--- src/rtl/tdm_pkg.sv ---
// Shared types and constants for the 4-channel TDM receive demultiplexer.
// Optional even-parity checking is enabled with `define TDM_DEMUX_PARITY_EN.
package tdm_pkg;

  localparam int NUM_CH = 4;
  localparam int CH_W   = 2;

  typedef enum logic {
    HUNT   = 1'b0,
    LOCKED = 1'b1
  } state_e;

  localparam logic [CH_W-1:0] CH_A = 2'd0;
  localparam logic [CH_W-1:0] CH_B = 2'd1;
  localparam logic [CH_W-1:0] CH_C = 2'd2;
  localparam logic [CH_W-1:0] CH_D = 2'd3;

  function automatic logic [NUM_CH-1:0] ch_onehot(input logic [CH_W-1:0] ch);
    logic [NUM_CH-1:0] oh;
    oh     = '0;
    oh[ch] = 1'b1;
    return oh;
  endfunction

endpackage

--- src/rtl/tdm_slot_counter.sv ---
// Slot position tracker: HUNT/LOCKED alignment FSM plus the 2-bit channel counter.
// Decides per valid slot whether it is written and to which channel.
module tdm_slot_counter
  import tdm_pkg::*;
(
  input  logic            clk,
  input  logic            rst_n,
  input  logic            din_valid_i,
  input  logic            frame_sync_i,
  output state_e          state_o,
  output logic [CH_W-1:0] ch_o,
  output logic            sync_err_o,
  output logic            accept_o,
  output logic [CH_W-1:0] wr_ch_o
);

  // Handshake: din_valid_i qualifies one slot for exactly one cycle; there is
  // no backpressure, so every valid slot is resolved on the edge it is seen.

  state_e          state_q, state_d;
  logic [CH_W-1:0] ch_q, ch_d;
  logic            sync_err_q, sync_err_d;

  always_ff @(posedge clk or negedge rst_n) begin
    if (!rst_n) begin
      state_q    <= HUNT;
      ch_q       <= CH_A;
      sync_err_q <= 1'b0;
    end else begin
      state_q    <= state_d;
      ch_q       <= ch_d;
      sync_err_q <= sync_err_d;
    end
  end

  always_comb begin
    state_d    = state_q;
    ch_d       = ch_q;
    sync_err_d = 1'b0;
    if (din_valid_i) begin
      unique case (state_q)
        HUNT: begin
          if (frame_sync_i) begin
            ch_d    = CH_B;
            state_d = LOCKED;
          end
        end
        LOCKED: begin
          if (frame_sync_i) begin
            // A sync always realigns to slot 0; it is an error only if early.
            ch_d       = CH_B;
            sync_err_d = (ch_q != CH_A);
          end else if (ch_q != CH_A) begin
            ch_d = ch_q + 2'd1;
          end else begin
            ch_d       = CH_A;
            sync_err_d = 1'b1;
            state_d    = HUNT;
          end
        end
        default: state_d = HUNT;
      endcase
    end
  end

  always_comb begin
    accept_o = 1'b0;
    wr_ch_o  = ch_q;
    if (din_valid_i) begin
      if (frame_sync_i) begin
        accept_o = 1'b1;
        wr_ch_o  = CH_A;
      end else if (state_q == LOCKED && ch_q != CH_A) begin
        accept_o = 1'b1;
      end
    end
  end

  assign state_o    = state_q;
  assign ch_o       = ch_q;
  assign sync_err_o = sync_err_q;

endmodule

--- src/rtl/tdm_demux4.sv ---
// 4:1 TDM receive demultiplexer: routes aligned slots into four held registers
// with per-channel and end-of-frame strobes. Parity via `define TDM_DEMUX_PARITY_EN.
module tdm_demux4
  import tdm_pkg::*;
#(
  parameter int WIDTH = 8
) (
  input  logic             clk,
  input  logic             rst_n,
  input  logic [WIDTH-1:0] din,
  input  logic             din_valid,
  input  logic             frame_sync,
`ifdef TDM_DEMUX_PARITY_EN
  input  logic             din_par,
  output logic             par_err,
`endif
  output logic [WIDTH-1:0] out_a,
  output logic [WIDTH-1:0] out_b,
  output logic [WIDTH-1:0] out_c,
  output logic [WIDTH-1:0] out_d,
  output logic [3:0]       out_valid,
  output logic             frame_done,
  output logic             locked,
  output logic             sync_err
);

  state_e          state;
  logic [CH_W-1:0] ch;
  logic            accept;
  logic [CH_W-1:0] wr_ch;
  logic            par_ok;
  logic            wr_en;

  logic [WIDTH-1:0]  data_q [NUM_CH];
  logic [WIDTH-1:0]  data_d [NUM_CH];
  logic [NUM_CH-1:0] out_valid_q, out_valid_d;
  logic              frame_done_q, frame_done_d;

  tdm_slot_counter u_slot_counter (
    .clk          (clk),
    .rst_n        (rst_n),
    .din_valid_i  (din_valid),
    .frame_sync_i (frame_sync),
    .state_o      (state),
    .ch_o         (ch),
    .sync_err_o   (sync_err),
    .accept_o     (accept),
    .wr_ch_o      (wr_ch)
  );

`ifdef TDM_DEMUX_PARITY_EN
  logic par_err_q;
  logic par_err_d;

  // Even parity: {din, din_par} must hold an even number of ones.
  assign par_ok    = ~(^{din, din_par});
  assign par_err_d = accept & ~par_ok;

  always_ff @(posedge clk or negedge rst_n) begin
    if (!rst_n) par_err_q <= 1'b0;
    else        par_err_q <= par_err_d;
  end

  assign par_err = par_err_q;
`else
  assign par_ok = 1'b1;
`endif

  assign wr_en = accept & par_ok;

  always_comb begin
    data_d = data_q;
    if (wr_en) data_d[wr_ch] = din;
  end

  assign out_valid_d = wr_en ? ch_onehot(wr_ch) : '0;
  // End of frame marks the slot-3 position even when its data was rejected.
  assign frame_done_d = accept && (wr_ch == CH_D);

  always_ff @(posedge clk or negedge rst_n) begin
    if (!rst_n) begin
      for (int i = 0; i < NUM_CH; i++) data_q[i] <= '0;
      out_valid_q  <= '0;
      frame_done_q <= 1'b0;
    end else begin
      data_q       <= data_d;
      out_valid_q  <= out_valid_d;
      frame_done_q <= frame_done_d;
    end
  end

  assign out_a      = data_q[CH_A];
  assign out_b      = data_q[CH_B];
  assign out_c      = data_q[CH_C];
  assign out_d      = data_q[CH_D];
  assign out_valid  = out_valid_q;
  assign frame_done = frame_done_q;
  assign locked     = (state == LOCKED);

endmodule

--- config.mk ---
export PLATFORM = sky130hd
export DESIGN_NAME = tdm_demux4
export DESIGN_NICKNAME = d
export VERILOG_FILES = /design/src/rtl/tdm_pkg.sv /design/src/rtl/tdm_slot_counter.sv /design/src/rtl/tdm_demux4.sv
export SDC_FILE = /design/constraint.sdc
export NUM_CORES = 1
export LEC_CHECK = 0
export BUFFER_PORTS_ARGS = -buffer_cell sky130_fd_sc_hd__buf_2
export CORE_ASPECT_RATIO = 1.25
export CORE_UTILIZATION = 40
export DETAILED_ROUTE_END_ITERATION = 6
export PLACE_DENSITY = 0.65
export SLEW_MARGIN = 20
export SYNTH_ARGS = -nofsm -noshare
export SYNTH_HDL_FRONTEND = slang
export SYNTH_HIERARCHICAL = 1
export SYNTH_SLANG_ARGS = --single-unit
export TNS_END_PERCENT = 1
--- constraint.sdc ---
create_clock -name clk -period 5.55 [get_ports clk]
set_input_delay 0.8325 -clock clk [delete_from_list [all_inputs] [get_ports clk]]
set_output_delay 0.8325 -clock clk [all_outputs]
set_load 0.02 [all_outputs]
==> metrics.txt <==
# TYPE chip_impl_metric gauge
chip_impl_metric{name="leakage",unit="nW"} 0.9851
chip_impl_metric{name="proportion_of_power_drawn_by_combinational_gates",unit="%"} 43.2
chip_impl_metric{name="synthAdderAreaFrac",unit="%"} 2.385
chip_impl_metric{name="fp.dieArea",unit="um^2"} 4191
chip_impl_metric{name="detailed_place.area",unit="um^2"} 1868
chip_impl_metric{name="groute.usage.overall",unit="%"} 15.82
chip_impl_metric{name="global_route_wire_length_before_repair",unit="mm"} 4.857
chip_impl_metric{name="gr-total-overflow",unit=""} 0
chip_impl_metric{name="grt_max_degree",unit=""} 41
chip_impl_metric{name="power_per_cell_area",unit="nW/um^2"} 608.8
chip_impl_metric{name="async_flop_share",unit="%"} 100.0
chip_impl_metric{name="route.antenna.remaining_nets",unit=""} 0
chip_impl_metric{name="timing.critical_path.fanout_max",unit=""} 9
chip_impl_metric{name="worst_hold_slack",unit="ns"} 0.5020
chip_impl_metric{name="core_area",unit="um^2"} 3785
chip_impl_metric{name="drc",unit=""} 0
chip_impl_info{name="critical_path.endpoint_type",value="register"} 1
chip_impl_metric{name="post_synth_xor_area_fraction",unit="%"} 0
chip_impl_metric{name="synth_enable_flop_cells",unit=""} 0
chip_impl_metric{name="synthesis.area",unit="um^2"} 1574
chip_impl_info{name="tritoncts_clock_tree",value="yes"} 1
chip_impl_info{name="synth_largest_area_cell",value="sky130_fd_sc_hd__dfrtp_1"} 1
chip_impl_metric{name="switching_share_of_power",unit="%"} 39.13
chip_impl_metric{name="yosysWarnings",unit=""} 6
chip_impl_info{name="run_status",value="completed"} 1
chip_impl_metric{name="r2r_slack",unit="ns"} 3.19
chip_impl_metric{name="actual_slew_at_the_worst_max_slew_pin",unit="ns"} 0.8564
chip_impl_metric{name="via_count",unit=""} 1001
chip_impl_info{name="unrepaired_setup_endpoints_after_global_routing",value="no"} 1
chip_impl_metric{name="grt_antenna_before_repair",unit=""} 0
chip_impl_metric{name="internal_power",unit="mW"} 0.7224
chip_impl_info{name="clockRootBuffer",value="sky130_fd_sc_hd__clkbuf_8"} 1
chip_impl_metric{name="wl",unit="mm"} 3.002
chip_impl_metric{name="final.setup.tns",unit="ns"} 0
chip_impl_metric{name="num_io_pins",unit=""} 51
chip_impl_metric{name="number_of_global_route_vias_before_repair",unit=""} 1000
chip_impl_metric{name="maximum_buffer_depth_of_the_clock_tree",unit=""} 2
chip_impl_metric{name="cp.buffers_inverters",unit=""} 1
chip_impl_metric{name="synth_simple_gate_area_share",unit="%"} 4.928
chip_impl_info{name="dominantRegCellSynth",value="sky130_fd_sc_hd__dfrtp_1"} 1
chip_impl_metric{name="die_width",unit="um"} 58.11
chip_impl_info{name="critical-path-top-delay-family",value="simple AND/OR/NAND/NOR gates"} 1
chip_impl_metric{name="final_layout_size_suffix_gt1_share",unit="%"} 59.62
chip_impl_metric{name="slowest_delay",unit="ns"} 0.64
chip_impl_metric{name="relative_contribution_of_sequential_cells_to_total_power",unit="%"} 41.5
chip_impl_metric{name="final_cell_area",unit="um^2"} 1949
chip_impl_metric{name="detailedRoute.firstPassIterationCount",unit=""} 4
chip_impl_metric{name="post_synth.cell_area_avg",unit="um^2"} 15.43
chip_impl_metric{name="cts.hold.buffers_added",unit=""} 0
chip_impl_metric{name="synth_mux_area_share",unit="%"} 22.89
chip_impl_metric{name="timing.final.setup_violations",unit=""} 0
chip_impl_metric{name="cts_made_buffers",unit=""} 5
chip_impl_info{name="layout_common_cells",value="50 x sky130_fd_sc_hd__buf_2, 40 x sky130_fd_sc_hd__dfrtp_1, 32 x sky130_fd_sc_hd__mux2_2"} 1
chip_impl_info{name="layout.cells.most_common",value="sky130_fd_sc_hd__buf_2"} 1
chip_impl_metric{name="htree_num_levels",unit=""} 2
chip_impl_metric{name="wl_per_cell",unit="um"} 14.30
chip_impl_metric{name="seq_area_frac_synth",unit="%"} 63.59
chip_impl_metric{name="post_cts.repair.setup_buffers",unit=""} 0
chip_impl_metric{name="clkPwrFrac",unit="%"} 15.4
chip_impl_metric{name="cts_resized",unit=""} 0
chip_impl_metric{name="fin_nets",unit=""} 171
chip_impl_metric{name="clock-sinks",unit=""} 40
chip_impl_metric{name="port-buffer-count",unit=""} 50
chip_impl_metric{name="min_period_over_period",unit="%"} 42.47
chip_impl_metric{name="synth-seq-cells",unit=""} 40
chip_impl_info{name="crit_type",value="register to register"} 1
chip_impl_metric{name="finalCriticalPeriod",unit="ns"} 2.357
chip_impl_info{name="crit_path_start_kind",value="register"} 1
chip_impl_metric{name="drt-vias-per-instance",unit=""} 4.767
chip_impl_metric{name="max_slew_margin",unit="%"} 42.91
chip_impl_info{name="critical_path.cell_chain",value="inv_1 -> ha_1 -> nand2b_1 -> a21boi_1 -> nor3b_2 -> mux2_2"} 1
chip_impl_metric{name="routabilityCongestion",unit=""} 0.6530
chip_impl_metric{name="skew",unit="ns"} 0.007029
chip_impl_metric{name="cp.arrival",unit="ns"} 2.53
chip_impl_metric{name="worst_ep_required_time",unit="ns"} 5.72
chip_impl_metric{name="synth_cell_types",unit=""} 20
chip_impl_info{name="synthTopCellsByArea",value="sky130_fd_sc_hd__dfrtp_1 64%, sky130_fd_sc_hd__mux2_2 23%, sky130_fd_sc_hd__ha_1 2.4%"} 1
chip_impl_metric{name="slew_viol_final",unit=""} 0
chip_impl_metric{name="max_freq",unit="MHz"} 424.2
chip_impl_metric{name="number_of_max_cap_violations",unit=""} 0
chip_impl_metric{name="detailed_place_hpwl",unit="mm"} 2.131
chip_impl_metric{name="synth-compound-area-share",unit="%"} 3.259
chip_impl_metric{name="area.growth.synth_to_final",unit="%"} 23.85
chip_impl_metric{name="placementRows",unit=""} 25
chip_impl_metric{name="initial_core_util",unit="%"} 41.59
chip_impl_metric{name="clock_transition_at_path_regs",unit="ns"} 0.08
chip_impl_metric{name="synth_nets",unit=""} 117
chip_impl_info{name="synth_top_family_by_area",value="multiplexers"} 1
chip_impl_metric{name="hold_viol_final",unit=""} 0
chip_impl_info{name="hold_wc_path_type",value="register to register"} 1
chip_impl_metric{name="fp.dieH",unit="um"} 72.14
chip_impl_metric{name="worst_ir_drop_vdd",unit="mV"} 0.2671
chip_impl_metric{name="clock_network_latency_to_the_later_pin_of_the_worst_skew_pair",unit="ns"} 0.29
chip_impl_metric{name="antenna-diode-count",unit=""} 0
chip_impl_info{name="crit_slowest_cell",value="sky130_fd_sc_hd__nor3b_2"} 1
chip_impl_metric{name="power_switching",unit="mW"} 0.4644
chip_impl_metric{name="syn_inst",unit=""} 102
chip_impl_metric{name="post-synth-top-area-fraction",unit="%"} 63.59
chip_impl_metric{name="drt-initial-drc-count",unit=""} 41
-- cell usage after synthesis, types with 2 or more instances --
| master | n |
|---|---|
| sky130_fd_sc_hd__a21oi_1 | 3 |
| sky130_fd_sc_hd__dfrtp_1 | 40 |
| sky130_fd_sc_hd__ha_1 | 3 |
| sky130_fd_sc_hd__inv_1 | 6 |
| sky130_fd_sc_hd__mux2_2 | 32 |
| sky130_fd_sc_hd__nand2b_1 | 2 |
| sky130_fd_sc_hd__nand3b_2 | 2 |
| sky130_fd_sc_hd__nor2_1 | 2 |
-- sequential cells by signal, summed over array words and instances, names as in the netlist --
signal,cells
u_slot_counter/state_o,1
u_slot_counter/ch_o,2
frame_done,1
out_d,8
out_c,8
out_valid,3
u_slot_counter/sync_err_o,1
out_b,8
out_a,8
-- worst register-to-register path: cells and delay by family, from the launching register on --
family / cells / cell delay, ns
DFF: 1 / 0.39
buffers and inverters: 1 / 0.09
adders and majority gates: 1 / 0.21
and+or+nand+nor: 2 / 0.80
muxes: 1 / 0.41
AOI/OAI and AO/OA: 1 / 0.35
-- area by class of cell --
type / instances / area (um^2)
Fill cell: 342 / 1836
Timing Repair Buffer: 50 / 250.2
Tap cell: 54 / 67.56
Clock inverter: 2 / 12.51
Inverter: 6 / 22.52
Sequential cell: 40 / 1001
Clock buffer: 5 / 68.82
Multi-Input combinational cell: 53 / 526.8
-- stage by stage --
stage          cells  setup WS (ns)  power (mW)  util [%]
6_report         210          3.193       1.187     51.50
3_3_place_gp     203          3.071      0.9953     49.36
5_1_grt          210          3.009       1.256     51.50
4_1_cts          210          3.185       1.203     51.50
3_5_place_dp     203          2.968       1.016     49.36
2_1_floorplan    102          3.398      0.8341         -
-- routing by layer --
layer / vias up / global-route usage [%] / part of all wire, %
met5: - / 0 / 0
met2: 37 / 26.18 / 51
li1: 464 / - / -
met4: 0 / 6.085 / 1.5
met3: 6 / 5.704 / 6.2
met1: 494 / 18.74 / 41
-- kinds of logic after synthesis --
kind of cell	after synthesis
muxes	32
adders and majority gates	3
and+or+nand+nor	10
AOI/OAI and AO/OA	8
DFF	40
buffers and inverters	9
-- power by group through the flow --
stage | combinational (mW) | sequential (mW) | clock, mW
6_report | 0.512 | 0.492 | 0.182
4_1_cts | 0.520 | 0.494 | 0.189
3_3_place_gp | 0.506 | 0.489 | 0
3_5_place_dp | 0.519 | 0.497 | 0
2_1_floorplan | 0.181 | 0.653 | 0
5_1_grt | 0.549 | 0.508 | 0.199
-- path summary, 6_finish.rpt --
check                                        from                        end  depth (start not counted)
min in group asynchronous                   rst_n  u_slot_counter/sync_err_o                          1
max                        u_slot_counter/ch_o[1]                   out_a[0]                          6
max in group asynchronous                   rst_n                   out_b[4]                          1
min                                      out_a[1]                   out_a[1]                          1
max reg2reg                u_slot_counter/ch_o[1]                   out_a[0]                          6
min reg2reg                              out_a[1]                   out_a[1]                          1
No activity file was read; power rests on OpenSTA's default activity.
